$ cat config.mk
export PLATFORM = sky130hd
export DESIGN_NAME = pc_redirect_controller
export DESIGN_NICKNAME = d
export VERILOG_FILES = /design/src/rtl/cpu_ctrl_pkg.sv /design/src/rtl/pc_target_select.sv /design/src/rtl/pc_redirect_controller.sv
export SDC_FILE = /design/constraint.sdc
export NUM_CORES = 1
export LEC_CHECK = 0
export BUFFER_PORTS_ARGS = -buffer_cell sky130_fd_sc_hd__buf_2
export CORE_MARGIN = 2
export CORE_UTILIZATION = 54
export CTS_CLUSTER_DIAMETER = 60
export DETAILED_ROUTE_END_ITERATION = 8
export GPL_TIMING_DRIVEN = 0
export PLACE_DENSITY = 0.82
export SETUP_SLACK_MARGIN = 0.4
export SLEW_MARGIN = 25
export SYNTH_ARGS = -nofsm -noshare
export SYNTH_HDL_FRONTEND = slang
export SYNTH_HIERARCHICAL = 1
export SYNTH_SLANG_ARGS = --single-unit
$ cat constraint.sdc
create_clock -name clk -period 2.6 [get_ports clk]
set_input_delay 0.52 -clock clk [delete_from_list [all_inputs] [get_ports clk]]
set_output_delay 0.52 -clock clk [all_outputs]
set_load 0.03 [all_outputs]
$ cat src/rtl/cpu_ctrl_pkg.sv
// Shared control-flow definitions: PC source codes, redirect controller
// state encoding and the word-alignment helper.
package cpu_ctrl_pkg;

   localparam logic [1:0] PCSRC_SEQ    = 2'd0;
   localparam logic [1:0] PCSRC_BRANCH = 2'd1;
   localparam logic [1:0] PCSRC_JUMP   = 2'd2;
   localparam logic [1:0] PCSRC_JR     = 2'd3;

   localparam logic [1:0] ST_RUN   = 2'd0;
   localparam logic [1:0] ST_HOLD  = 2'd1;
   localparam logic [1:0] ST_FLUSH = 2'd2;

   localparam logic [31:0] PC_INCREMENT = 32'd4;

   function automatic logic [31:0] align_word(input logic [31:0] addr);
      return {addr[31:2], 2'b00};
   endfunction

endpackage

$ cat src/rtl/pc_target_select.sv
// Combinational redirect arbiter: EX requests beat ID requests, the winning
// target is word-aligned and any dropped low bits are flagged.
module pc_target_select
   import cpu_ctrl_pkg::*;
(
   input  logic        i_branch_taken,
   input  logic [31:0] i_branch_target,
   input  logic        i_jump_register,
   input  logic [31:0] i_jump_register_addr,
   input  logic        i_jump,
   input  logic [31:0] i_jump_target,
   output logic        o_valid,
   output logic [31:0] o_target,
   output logic [1:0]  o_source,
   output logic        o_misaligned
);

   logic [31:0] w_raw;

   // Priority encode the three redirect sources
   always_comb begin
      o_valid  = 1'b0;
      w_raw    = 32'd0;
      o_source = PCSRC_SEQ;
      if (i_branch_taken) begin
         o_valid  = 1'b1;
         w_raw    = i_branch_target;
         o_source = PCSRC_BRANCH;
      end else if (i_jump_register) begin
         o_valid  = 1'b1;
         w_raw    = i_jump_register_addr;
         o_source = PCSRC_JR;
      end else if (i_jump) begin
         o_valid  = 1'b1;
         w_raw    = i_jump_target;
         o_source = PCSRC_JUMP;
      end else begin
         o_valid  = 1'b0;
         w_raw    = 32'd0;
         o_source = PCSRC_SEQ;
      end
   end

   assign o_target     = align_word(w_raw);
   assign o_misaligned = o_valid & (w_raw[1:0] != 2'b00);

endmodule

$ cat src/rtl/pc_redirect_controller.sv
// Fetch PC owner: sequential advance, prioritised redirects, redirect
// buffering behind stalls, and a counted flush after every redirect.
module pc_redirect_controller
   import cpu_ctrl_pkg::*;
#(
   parameter logic [31:0] RESET_PC     = 32'h0000_0000,
   parameter int          FLUSH_CYCLES = 2
)
(
   input  logic        clk,
   input  logic        reset,
   input  logic        Stall,
   input  logic        Branch_Taken,
   input  logic [31:0] Branch_Target,
   input  logic        Jump_Register,
   input  logic [31:0] Jump_Register_Addr,
   input  logic        Jump,
   input  logic [31:0] Jump_Target,
   output logic [31:0] PC,
   output logic [1:0]  PC_Source,
   output logic        Flush,
   output logic        Redirect_Pending,
   output logic        Misaligned_Target
);

   localparam int CW = $clog2(FLUSH_CYCLES + 1);
   localparam logic [CW-1:0] CNT_LOAD = CW'(FLUSH_CYCLES);
   localparam logic [CW-1:0] CNT_ONE  = CW'(1);

   logic          w_valid;
   logic [31:0]   w_target;
   logic [1:0]    w_source;
   logic          w_misaligned;

   logic [31:0]   r_pc;
   logic [1:0]    r_pc_src;
   logic          r_flush;
   logic          r_pending;
   logic          r_misaligned;
   logic [1:0]    r_state;
   logic [CW-1:0] r_cnt;
   logic [31:0]   r_hold_target;
   logic [1:0]    r_hold_src;
   logic          r_hold_mis;

   pc_target_select u_sel (
      .i_branch_taken       (Branch_Taken),
      .i_branch_target      (Branch_Target),
      .i_jump_register      (Jump_Register),
      .i_jump_register_addr (Jump_Register_Addr),
      .i_jump               (Jump),
      .i_jump_target        (Jump_Target),
      .o_valid              (w_valid),
      .o_target             (w_target),
      .o_source             (w_source),
      .o_misaligned         (w_misaligned)
   );

   // PC, controller state, flush counter and hold register
   always_ff @(posedge clk) begin
      if (reset) begin
         r_pc          <= RESET_PC;
         r_pc_src      <= PCSRC_SEQ;
         r_flush       <= 1'b0;
         r_pending     <= 1'b0;
         r_misaligned  <= 1'b0;
         r_state       <= ST_RUN;
         r_cnt         <= '0;
         r_hold_target <= 32'd0;
         r_hold_src    <= PCSRC_SEQ;
         r_hold_mis    <= 1'b0;
      end else begin
         r_misaligned <= 1'b0;
         case (r_state)
            ST_RUN: begin
               if (!Stall) begin
                  if (w_valid) begin
                     r_pc         <= w_target;
                     r_pc_src     <= w_source;
                     r_misaligned <= w_misaligned;
                     r_flush      <= 1'b1;
                     r_cnt        <= CNT_LOAD;
                     r_state      <= ST_FLUSH;
                  end else begin
                     r_pc     <= r_pc + PC_INCREMENT;
                     r_pc_src <= PCSRC_SEQ;
                  end
               end else if (w_valid) begin
                  r_hold_target <= w_target;
                  r_hold_src    <= w_source;
                  r_hold_mis    <= w_misaligned;
                  r_pending     <= 1'b1;
                  r_state       <= ST_HOLD;
               end else begin
                  r_state <= ST_RUN;
               end
            end
            // New requests are ignored here: the buffered one is older
            ST_HOLD: begin
               if (!Stall) begin
                  r_pc         <= r_hold_target;
                  r_pc_src     <= r_hold_src;
                  r_misaligned <= r_hold_mis;
                  r_pending    <= 1'b0;
                  r_flush      <= 1'b1;
                  r_cnt        <= CNT_LOAD;
                  r_state      <= ST_FLUSH;
               end else begin
                  r_state <= ST_HOLD;
               end
            end
            ST_FLUSH: begin
               if (!Stall) begin
                  r_pc     <= r_pc + PC_INCREMENT;
                  r_pc_src <= PCSRC_SEQ;
                  r_cnt    <= r_cnt - CNT_ONE;
                  r_flush  <= (r_cnt != CNT_ONE);
                  r_state  <= (r_cnt == CNT_ONE) ? ST_RUN : ST_FLUSH;
               end else begin
                  r_state <= ST_FLUSH;
               end
            end
            default: begin
               r_state   <= ST_RUN;
               r_flush   <= 1'b0;
               r_pending <= 1'b0;
               r_cnt     <= '0;
            end
         endcase
      end
   end

   assign PC                = r_pc;
   assign PC_Source         = r_pc_src;
   assign Flush             = r_flush;
   assign Redirect_Pending  = r_pending;
   assign Misaligned_Target = r_misaligned;

endmodule

==> results.yml <==
placed_design:
  postPlaceCellArea_sq_mm: 0.006025
  hpwlAfterDp_mm: 14.77
  place.gp.congestion: 1.007
  io_buffers: 135
  dp_slack_ns: -0.3456
global_routing:
  track_usage_pct: 38.94
  grt_pass1_vias: 5845
  grt-ovfl-total: 0
  grt_pass1_wl_mm: 30.71
  grtUsageMet1_pct: 50.11
  use_met3_pct: 9.041
  busiest_layer: "met2"
  met2_usage_pct: 61.34
  grt_max_degree: 14
  antenna_found_initial: 0
cells_and_area:
  fin_util_pct: 71.71
  syn_to_final_growth_pct: 28.33
  nets: 997
  fin_area_sq_mm: 0.006626
  layout-drive-gt1-share_pct: 28.56
  antenna_cells: 0
pwr:
  switching_share_pct: 41.90
  power_uw: 4134
  power_frac_clock_pct: 22.3
  seqPwrFrac_pct: 35.7
  ir_drop_mv: 0.3756
  powerDensity_mw_per_mm2: 623.9
  internal_power_uw: 2402
  leakage_uw: 0.002677
  power_switching_uw: 1732
  p_comb_share_pct: 42.0
clocking:
  cts_max_level: 3
  worstSkewPairLatency_ns: 0.36
  cts_sinks: 76
  cts_buffers: 9
  cts_max_path_buffers: 2
  cts_root_buf: "clkbuf_8"
  clk_pin_slew_worst_paths_ns: 0.09
  postCtsHoldBufs: 0
  cts_tree: "built"
synth:
  synth_cell_type_count: 60
  netlist_top_cells_count: "131 x a21oi_1, 114 x nand2_1, 76 x dfxtp_1"
  synthTopCellsByArea: "dfxtp_1 29%, a21oi_1 13%, nand2_1 8.3%, nand3b_1 4.4%, nor2b_1 4.1%"
  synth_top_cell_by_area: "dfxtp_1"
  ys_warn_count: 6
  synth_area_sq_mm: 0.005164
  synth_flop_cell: "dfxtp_1"
  synth-edff-count: 0
  syn_inst: 731
  post-synth-top-count-cell: "a21oi_1"
  synthArstFlopShare_pct: 0
  yosysTopAreaCellShare_pct: 29.46
  synth-seq-cells: 76
  seq_area_frac_synth_pct: 29.46
  syn_avg_cell_area_sq_um: 7.064
detailed_routing:
  drt-initial-drc-count: 721
  drt_drc_violations_left: 0
  avgRoutedWirePerCell_um: 19.89
  wl_mm: 20.33
  ant_nets: 0
  vias: 6347
  via_per_inst: 6.210
  firstDrtPassIters: 6
setup_path:
  worstSetupPathType: "reg -> reg"
  cp-end-kind: "flip-flop"
  regToRegSetupSlack_ns: 0.42
  cp_data_arrival_time_ns: 2.40
  required_ns: 2.81
  r2r-start: "r_state[0]$_SDFFE_PP0P_"
  cp_max_fo: 8
  crit_path_start_kind: "flip-flop"
  cp-startpoint: "r_state[0]$_SDFFE_PP0P_"
  r2r_cells: 9
  r2r-end: "PC[5]$_SDFFE_PP0P_"
hold_path:
  min_from: "r_hold_target[3]$_SDFFE_PP0P_"
  hold_path_class: "reg -> reg"
  whs_path_depth: 2
  whs_endpoint: "r_hold_target[3]$_SDFFE_PP0P_"
die:
  num_rows: 35
  core_sq_mm: 0.009240
  die_y_um: 101.8
  die_x_um: 101.8
  initial_utilization_pct: 55.88
  die_area_sq_mm: 0.01036
  ios: 139
status:
  outcome: "finished, final reports clean"
sta:
  tightest_slew_ns: 0.8365
  rsz0062_at_grt: "yes"
  finalWorstSetupSlack_ns: 0.4163
  final.setup.tns_ns: 0
  setup-violations-final: 0
  timing.final.crit_share_pct: 83.99
  slew_headroom_pct: 43.77
  slew_violations: 0
  skew_ns: 0.01356
  hold_violations: 0
  clock.fmax_mhz: 457.9
  min_period_ns: 2.184
job:
  drv_cap: 0
## flip-flops by register name, indices dropped and copies added (netlist names)
| register | cells |
|---|---|
| Misaligned_Target | 1 |
| PC_Source | 2 |
| r_hold_mis | 1 |
| r_hold_src | 2 |
| r_cnt | 2 |
| Redirect_Pending | 1 |
| Flush | 1 |
| r_state | 2 |
| r_hold_target | 32 |
| PC | 32 |
## stage by stage
step	hold slack (ns)	std cells
6_report	0.4596	1022
5_1_grt	0.4905	1022
4_1_cts	0.4604	1018
3_5_place_dp	0.4480	996
3_3_place_gp	0.4410	996
2_1_floorplan	0.4317	732
## critical path: stages, from the launching register on
cell	delay, ns
dfxtp_2	0.34
inv_1	0.06
ha_2	0.18
buf_8	0.13
o31a_1	0.34
or2_4	0.26
buf_12	0.15
clkbuf_16	0.17
a2111oi_4	0.33
nor3_1	0.09
## power groups by stage
stage	sequential [uW]	clock (uW)	combinational [uW]
floorplan	1620	0	827
detailed placement	1490	0	1480
CTS	1460	919	1610
global route	1490	978	1860
finish	1470	923	1740
global placement	1480	0	1450
## how the worst max path moves through the flow
stage	slack [ns]	end
CTS	0.36	PC[21]$_SDFFE_PP0P_
floorplan	0.38	PC[14]$_SDFFE_PP0P_
global route	0.38	PC[30]$_SDFFE_PP0P_
finish	0.42	PC[5]$_SDFFE_PP0P_
detailed placement	-0.35	PC[2]$_SDFFE_PP0P_
global placement	-0.29	PC[3]$_SDFFE_PP0P_
## area by class of cell
cell class	count	area, sq um
plain buffers	68	479.2
repair buffers	145	760.7
clock buffers	10	127.6
inverters	12	45.04
multi-input cells	576	3443
well taps	129	161.4
clock inverters	6	65.06
flip-flops and latches	76	1544
fillers	797	2614
## cells in the final DEF, fill, tap and decap left out, types with 15 or more instances in the layout
| cell | count |
|---|---|
| buf_2 | 145 |
| a21oi_1 | 130 |
| nand2_1 | 112 |
| dfxtp_1 | 66 |
| nor2_1 | 44 |
| nor2b_1 | 34 |
| o21ai_0 | 30 |
| nand3b_1 | 30 |
| clkbuf_1 | 20 |
| nor3_1 | 19 |
| buf_4 | 18 |
| nand3_1 | 15 |
## logic make-up (layout without fill, tap and decap cells)
kind of cell               Yosys count  in the layout  synth area share, %
muxes                                6              6                1.163
adders and majority gates            7              7                1.696
buffers and inverters               80            241                7.463
other                                1              2              0.07262
AOI/OAI and AO/OA                  245            245                28.45
xor gates and xnor gates             9              9                1.526
DFF                                 76             76                29.46
and+or+nand+nor                    307            307                30.17
## routing by layer
metal	wire, um	share of wire [%]
met2	9009	44
met5	0	0
met3	2355	12
met1	8063	40
met4	903	4.4
## repair_timing
item / 4_1_cts / 5_1_grt
pin swaps: 4 / 7
endpoints found under the setup margin: 46 / 57
gates resized for setup: 55 / 58
cloned: 1 / 1
buffers inserted: 5 / 3
Power figures use the tool's default switching activity.
